==> config.mk <==
export PLATFORM = sky130hd
export DESIGN_NAME = apb_master_flat
export DESIGN_NICKNAME = d
export VERILOG_FILES = /design/src/rtl/apb_pkg.sv /design/src/rtl/apb_master_if.sv /design/src/rtl/apb_wait_timer.sv /design/src/rtl/apb_master.sv /design/src/flat_wrapper.sv
export SDC_FILE = /design/constraint.sdc
export NUM_CORES = 1
export LEC_CHECK = 0
export ABC_AREA = 1
export BUFFER_PORTS_ARGS = -buffer_cell sky130_fd_sc_hd__buf_4
export CORE_UTILIZATION = 30
export DETAILED_ROUTE_END_ITERATION = 10
export PLACE_DENSITY = 0.66
export SETUP_SLACK_MARGIN = 0.4
export SKIP_CTS_REPAIR_TIMING = 1
export SYNTH_ARGS = -nofsm -noshare
export SYNTH_HDL_FRONTEND = slang
export SYNTH_SLANG_ARGS = --single-unit
==> constraint.sdc <==
create_clock -name pclk -period 1.62 [get_ports pclk]
set_input_delay 0.081 -clock pclk [delete_from_list [all_inputs] [get_ports pclk]]
set_output_delay 0.081 -clock pclk [all_outputs]
set_load 0.01 [all_outputs]
==> src/rtl/apb_pkg.sv <==
// Shared types and default widths for the APB requester slice.
package apb_pkg;

  localparam int APB_ADDR_W = 32;
  localparam int APB_DATA_W = 32;

  typedef enum logic [1:0] {
    APB_IDLE,
    APB_SETUP,
    APB_ACCESS
  } apb_state_e;

endpackage

==> src/rtl/apb_master_if.sv <==
// Command, response and APB bus signals seen by the requester and its peers.
interface apb_master_if import apb_pkg::*; #(
  parameter int ADDR_W = APB_ADDR_W,
  parameter int DATA_W = APB_DATA_W
) ();

  logic              cmd_valid;
  logic              cmd_ready;
  logic              cmd_write;
  logic [ADDR_W-1:0] cmd_addr;
  logic [DATA_W-1:0] cmd_wdata;

  logic              rsp_valid;
  logic [DATA_W-1:0] rsp_rdata;
  logic              rsp_err;
  logic              rsp_timeout;

  logic              psel;
  logic              penable;
  logic              pwrite;
  logic [ADDR_W-1:0] paddr;
  logic [DATA_W-1:0] pwdata;
  logic [DATA_W-1:0] prdata;
  logic              pready;
  logic              pslverr;

  modport master (
    input  cmd_valid, cmd_write, cmd_addr, cmd_wdata,
    output cmd_ready,
    output rsp_valid, rsp_rdata, rsp_err, rsp_timeout,
    output psel, penable, pwrite, paddr, pwdata,
    input  prdata, pready, pslverr
  );

  modport slave (
    output cmd_valid, cmd_write, cmd_addr, cmd_wdata,
    input  cmd_ready,
    input  rsp_valid, rsp_rdata, rsp_err, rsp_timeout,
    input  psel, penable, pwrite, paddr, pwdata,
    output prdata, pready, pslverr
  );

endinterface

==> src/rtl/apb_wait_timer.sv <==
// Counts ACCESS wait states; expired flags the last cycle allowed before abort.
module apb_wait_timer #(
  parameter int TIMEOUT = 16
) (
  input  logic i_clk,
  input  logic i_rst,
  input  logic i_clear,
  input  logic i_inc,
  output logic o_expired
);

  localparam int CW = (TIMEOUT > 1) ? $clog2(TIMEOUT) : 1;

  logic [CW-1:0] r_count;

  // Saturates at TIMEOUT-1 so the count can never wrap back to zero.
  always_ff @(posedge i_clk) begin
    if (i_rst || i_clear) begin
      r_count <= '0;
    end else if (i_inc && !o_expired) begin
      r_count <= r_count + CW'(1);
    end
  end

  assign o_expired = (r_count == CW'(TIMEOUT - 1));

endmodule

==> src/rtl/apb_master.sv <==
// APB requester: accepts one command, runs SETUP/ACCESS, returns a one-cycle response.
module apb_master import apb_pkg::*; #(
  parameter int ADDR_W  = APB_ADDR_W,
  parameter int DATA_W  = APB_DATA_W,
  parameter int TIMEOUT = 16
) (
  input logic          pclk,
  input logic          preset,
  apb_master_if.master bus
);

  apb_state_e        r_state;
  apb_state_e        w_nextState;
  logic              r_cmdReady;
  logic              r_psel, r_penable, r_pwrite;
  logic [ADDR_W-1:0] r_paddr;
  logic [DATA_W-1:0] r_pwdata;
  logic              r_rspValid, r_rspErr, r_rspTimeout;
  logic [DATA_W-1:0] r_rspRdata;

  logic              w_psel, w_penable, w_pwrite;
  logic [ADDR_W-1:0] w_paddr;
  logic [DATA_W-1:0] w_pwdata;
  logic              w_rspValid, w_rspErr, w_rspTimeout;
  logic [DATA_W-1:0] w_rspRdata;
  logic              w_timerClear, w_timerInc, w_timerExpired;

  apb_wait_timer #(.TIMEOUT(TIMEOUT)) u_waitTimer (
    .i_clk     (pclk),
    .i_rst     (preset),
    .i_clear   (w_timerClear),
    .i_inc     (w_timerInc),
    .o_expired (w_timerExpired)
  );

  // Every output is registered, so this block computes the values for the next cycle.
  always_comb begin
    w_nextState  = r_state;
    w_psel       = 1'b0;
    w_penable    = 1'b0;
    w_pwrite     = r_pwrite;
    w_paddr      = r_paddr;
    w_pwdata     = r_pwdata;
    w_rspValid   = 1'b0;
    w_rspErr     = 1'b0;
    w_rspTimeout = 1'b0;
    w_rspRdata   = '0;
    w_timerClear = 1'b0;
    w_timerInc   = 1'b0;
    case (r_state)
      APB_IDLE: begin
        if (bus.cmd_valid && r_cmdReady) begin
          w_pwrite    = bus.cmd_write;
          w_paddr     = bus.cmd_addr;
          w_pwdata    = bus.cmd_wdata;
          w_psel      = 1'b1;
          w_nextState = APB_SETUP;
        end
      end
      APB_SETUP: begin
        w_psel       = 1'b1;
        w_penable    = 1'b1;
        w_timerClear = 1'b1;
        w_nextState  = APB_ACCESS;
      end
      APB_ACCESS: begin
        if (bus.pready) begin
          w_rspValid  = 1'b1;
          w_rspErr    = bus.pslverr;
          w_rspRdata  = (!r_pwrite && !bus.pslverr) ? bus.prdata : '0;
          w_nextState = APB_IDLE;
        end else if (w_timerExpired) begin
          w_rspValid   = 1'b1;
          w_rspErr     = 1'b1;
          w_rspTimeout = 1'b1;
          w_nextState  = APB_IDLE;
        end else begin
          w_psel     = 1'b1;
          w_penable  = 1'b1;
          w_timerInc = 1'b1;
        end
      end
      default: begin
        w_nextState = APB_IDLE;
      end
    endcase
  end

  always_ff @(posedge pclk) begin
    if (preset) begin
      r_state      <= APB_IDLE;
      r_cmdReady   <= 1'b0;
      r_psel       <= 1'b0;
      r_penable    <= 1'b0;
      r_pwrite     <= 1'b0;
      r_paddr      <= '0;
      r_pwdata     <= '0;
      r_rspValid   <= 1'b0;
      r_rspErr     <= 1'b0;
      r_rspTimeout <= 1'b0;
      r_rspRdata   <= '0;
    end else begin
      r_state      <= w_nextState;
      r_cmdReady   <= (w_nextState == APB_IDLE);
      r_psel       <= w_psel;
      r_penable    <= w_penable;
      r_pwrite     <= w_pwrite;
      r_paddr      <= w_paddr;
      r_pwdata     <= w_pwdata;
      r_rspValid   <= w_rspValid;
      r_rspErr     <= w_rspErr;
      r_rspTimeout <= w_rspTimeout;
      r_rspRdata   <= w_rspRdata;
    end
  end

  assign bus.cmd_ready   = r_cmdReady;
  assign bus.psel        = r_psel;
  assign bus.penable     = r_penable;
  assign bus.pwrite      = r_pwrite;
  assign bus.paddr       = r_paddr;
  assign bus.pwdata      = r_pwdata;
  assign bus.rsp_valid   = r_rspValid;
  assign bus.rsp_err     = r_rspErr;
  assign bus.rsp_timeout = r_rspTimeout;
  assign bus.rsp_rdata   = r_rspRdata;

endmodule

==> src/flat_wrapper.sv <==
// flat-port wrapper written by rule: the top's interface ports become plain ports
module apb_master_flat import apb_pkg::*;
#(
  parameter int ADDR_W  = APB_ADDR_W,
  parameter int DATA_W  = APB_DATA_W,
  parameter int TIMEOUT = 16
)
  (pclk, preset, bus_cmd_valid, bus_cmd_write, bus_cmd_addr, bus_cmd_wdata, bus_cmd_ready, bus_rsp_valid, bus_rsp_rdata, bus_rsp_err, bus_rsp_timeout, bus_psel, bus_penable, bus_pwrite, bus_paddr, bus_pwdata, bus_prdata, bus_pready, bus_pslverr);
  apb_master_if #(.ADDR_W(ADDR_W), .DATA_W(DATA_W)) bus_i ();
  input logic pclk;
  input logic preset;
  input wire logic [$bits(bus_i.cmd_valid)-1:0] bus_cmd_valid;
  input wire logic [$bits(bus_i.cmd_write)-1:0] bus_cmd_write;
  input wire logic [$bits(bus_i.cmd_addr)-1:0] bus_cmd_addr;
  input wire logic [$bits(bus_i.cmd_wdata)-1:0] bus_cmd_wdata;
  output wire logic [$bits(bus_i.cmd_ready)-1:0] bus_cmd_ready;
  output wire logic [$bits(bus_i.rsp_valid)-1:0] bus_rsp_valid;
  output wire logic [$bits(bus_i.rsp_rdata)-1:0] bus_rsp_rdata;
  output wire logic [$bits(bus_i.rsp_err)-1:0] bus_rsp_err;
  output wire logic [$bits(bus_i.rsp_timeout)-1:0] bus_rsp_timeout;
  output wire logic [$bits(bus_i.psel)-1:0] bus_psel;
  output wire logic [$bits(bus_i.penable)-1:0] bus_penable;
  output wire logic [$bits(bus_i.pwrite)-1:0] bus_pwrite;
  output wire logic [$bits(bus_i.paddr)-1:0] bus_paddr;
  output wire logic [$bits(bus_i.pwdata)-1:0] bus_pwdata;
  input wire logic [$bits(bus_i.prdata)-1:0] bus_prdata;
  input wire logic [$bits(bus_i.pready)-1:0] bus_pready;
  input wire logic [$bits(bus_i.pslverr)-1:0] bus_pslverr;
  assign bus_i.cmd_valid = bus_cmd_valid;
  assign bus_i.cmd_write = bus_cmd_write;
  assign bus_i.cmd_addr = bus_cmd_addr;
  assign bus_i.cmd_wdata = bus_cmd_wdata;
  assign bus_cmd_ready = bus_i.cmd_ready;
  assign bus_rsp_valid = bus_i.rsp_valid;
  assign bus_rsp_rdata = bus_i.rsp_rdata;
  assign bus_rsp_err = bus_i.rsp_err;
  assign bus_rsp_timeout = bus_i.rsp_timeout;
  assign bus_psel = bus_i.psel;
  assign bus_penable = bus_i.penable;
  assign bus_pwrite = bus_i.pwrite;
  assign bus_paddr = bus_i.paddr;
  assign bus_pwdata = bus_i.pwdata;
  assign bus_i.prdata = bus_prdata;
  assign bus_i.pready = bus_pready;
  assign bus_i.pslverr = bus_pslverr;
  apb_master #(.ADDR_W(ADDR_W), .DATA_W(DATA_W), .TIMEOUT(TIMEOUT)) u_core (.pclk(pclk), .preset(preset), .bus(bus_i));
endmodule
==> metrics.yaml <==
yosys:
  synth-edff-count: 0
  yosysSeqAreaShare_pct: 56.55
  synth_seq_cells: 109
  syn_nets: 562
  synthCells: 455
  async_reset_ff_share_pct: 0
  synth_area_sq_um: 3859
  avgSynthCellArea_sq_um: 8.481
  yosysWarnings: 0
  ys_types: 18
  synth_flop_cell: "dfxtp_1"
power_and_ir_drop:
  p_comb_share_pct: 33.9
  cellLeakagePower_nw: 3.242
  switching_share_pct: 30.12
  cellPowerDensity_nw_per_um2: 1267
  p_switching_mw: 2.692
  internal_power_mw: 6.245
  seqPwrFrac_pct: 38.3
  ir_worst_vdd_uv: 921.7
  fin_total_pwr_mw: 8.938
  power_frac_clock_pct: 27.8
route:
  first_iter_violations: 121
  vias: 3839
  firstDrtPassIters: 4
  routed_via_density: 4.299
  wl_per_cell_um: 13.09
  ant_nets: 0
  drcViolationCount: 0
  drt-total-wl_um: 11690
worst_setup_path:
  crit_buf_inv: 4
  cp_cell_sequence: "clkinv_4 -> buf_6 -> ha_4 -> inv_4 -> nor2_4 -> nand3_4 -> clkbuf_16 -> nor2_1"
  r2r-start: "u_core.r_state[0]"
  cp_slowest_cell: "dfxtp_4"
  crit_arrival_ns: 1.64
  endpoint_kind: "register"
  r2r_slack_ns: 0.26
  rr_worst_depth: 8
  required_ns: 1.90
  worst_path_dominant_cell_family: "buffers and inverters"
  crit_type: "register to register"
  r2r_end: "u_core.bus.rsp_rdata[23]"
  worstPathMaxFanout: 8
  cpPeakStageDelay_ns: 0.37
  crit_start: "u_core.r_state[0]"
  crit_path_start_kind: "register"
global_routing:
  grt_max_degree: 50
  grt_pass1_vias: 3131
  grt.overflow.total: 0
  antenna_found_initial: 0
  grt_usage_pct: 12.78
  grt_pass1_wl_um: 13410
run_status:
  status: "finished with violations"
  violations: "negative hold slack"
sta:
  layout_worst_path_cycle_share_pct: 84.15
  setup_tns_ns: 0
  worstMarginPinSlew_ns: 0.6237
  fin_crit_ns: 1.363
  fin_skew_ns: 0.005967
  slew_headroom_pct: 58.42
  holdWs_ns: -0.01399
  slew_violations: 0
  rsz0062_at_grt: "yes"
  fmax_mhz: 733.6
  report.final.hold_viol_count: 8
  finalSetupViolCount: 0
die:
  start_util_pct: 30.70
  ios: 205
  die_h_um: 115.4
  die_x_um: 115.4
  core.rowCount: 41
  core_sq_um: 12570
  die_area_sq_um: 13320
cts:
  cts_buffers: 9
  clock_latency_ns: 0.34
  cts.path.max_buffers: 2
  path_clk_slew_ns: 0.07
  clock_sinks: 109
  htreeDepth: 3
  cts-root-buf: "clkbuf_16"
  cts_tree: "built"
placed_design:
  postPlaceCellArea_sq_um: 5514
  hpwl_um: 6717
  io_buffers: 204
  place_congestion: 0.7302
  dp_cells: 815
final_layout:
  diodes: 0
  drive_gt1_share_pct: 45.35
  final_util_pct: 56.13
  syn_to_final_growth_pct: 82.81
  fin_area_sq_um: 7054
  nFillCells: 1079
  finalNetCount: 824
  fin_cells: 893
worst_hold_path:
  hold_class: "input port to register"
  whs_endpoint: "u_core.r_state[1]"
  hold_start: "preset"
  min_path_cells: 2
run:
  drv_cap: 0
worst reg2reg max path: stages, from the launching register on:
cell and delay [ns]:
dfxtp_4 0.37, clkinv_4 0.06, buf_6 0.09, ha_4 0.16, inv_4 0.04, nor2_4 0.10, nand3_4 0.15, clkbuf_16 0.23
nor2_1 0.10
flip-flops by register name (all words and copies together) (netlist names):
register / flops
u_core.r_state: 2
u_core.bus.pwdata: 32
u_core.bus.rsp_rdata: 32
u_core.bus.rsp_valid: 1
u_core.u_waitTimer.r_count: 4
u_core.bus.psel: 1
u_core.bus.paddr: 32
u_core.bus.penable: 1
u_core.bus.cmd_ready: 1
u_core.bus.pwrite: 1
u_core.bus.rsp_timeout: 1
u_core.bus.rsp_err: 1
power groups by stage:
| stage | Sequential [mW] | Clock, mW | Combinational [mW] |
|---|---|---|---|
| 6_report | 3.42 | 2.48 | 3.03 |
| 5_1_grt | 3.47 | 2.67 | 3.28 |
| 4_1_cts | 3.37 | 2.55 | 2.14 |
| 3_5_place_dp | 3.42 | 0 | 2.14 |
| 3_3_place_gp | 3.41 | 0 | 2.09 |
| 2_1_floorplan | 3.61 | 0 | 0.975 |
stage by stage:
| stage | worst slack (ns) | hold slack (ns) |
|---|---|---|
| CTS | 0.1728 | -0.1101 |
| detailed placement | 0.2068 | 0.2619 |
| global route | 0.1910 | -0.02375 |
| floorplan | 0.4209 | 0.1534 |
| finish | 0.2568 | -0.01399 |
| global placement | 0.2669 | 0.2619 |
Yosys cell counts, types with 3 or more instances:
cell / instances / area, sq um
o21ai_1: 7 / 35.03
buf_6: 13 / 146.4
inv_1: 111 / 416.7
nor2_1: 43 / 161.4
nand3_2: 3 / 30.03
nand2_1: 14 / 52.55
dfxtp_1: 109 / 2182
o21ai_0: 54 / 270.3
ha_1: 5 / 62.56
clkbuf_1: 8 / 30.03
nand3_1: 4 / 20.02
a21oi_1: 70 / 350.3
o21ai_2: 7 / 61.31
cell usage in the layout (no fill, tap or decap), drive strengths merged:
cell type	netlist	final
a21oi	70	70
dfxtp	109	109
clkbuf	8	19
nand2	14	14
buf	16	223
dlygate4sd3	0	39
nor3	2	2
nor2	44	44
bufinv	0	3
inv	112	111
clkinv	0	4
o21ai	68	68
ha	5	5
nand3	7	10
kinds of logic after synthesis:
family	synth area share (%)
compound gates	18.58
buf+inv	15.99
flops	56.55
simple gates	7.263
fa+ha+maj	1.621
cell type report:
type / instances / area [sq um] / share of cell area [%]
well taps: 172 / 215.2 / 3.051
multi-input cells: 213 / 1474 / 20.89
inverters: 112 / 430.4 / 6.101
repair buffers: 272 / 2404 / 34.07
flip-flops and latches: 109 / 2193 / 31.09
clock inverters: 6 / 112.6 / 1.596
clock buffers: 9 / 225.2 / 3.193
worst max path at each step:
stage	cells after the start	slack, ns	endpoint
2_1_floorplan	7	0.42	u_core.bus.pwdata[15]
3_3_place_gp	6	0.27	u_core.bus.pwdata[26]
3_5_place_dp	6	0.21	u_core.bus.paddr[27]
4_1_cts	6	0.17	u_core.bus.paddr[21]
5_1_grt	8	0.19	u_core.bus.rsp_rdata[23]
6_report	8	0.26	u_core.bus.rsp_rdata[23]
per-layer routing:
metal	wire length, um	global-route usage, %
met1	4734	13.55
met2	5967	22.95
met3	842	5.021
met4	140	4.502
met5	0	0
(Power assumes the default switching activity.)
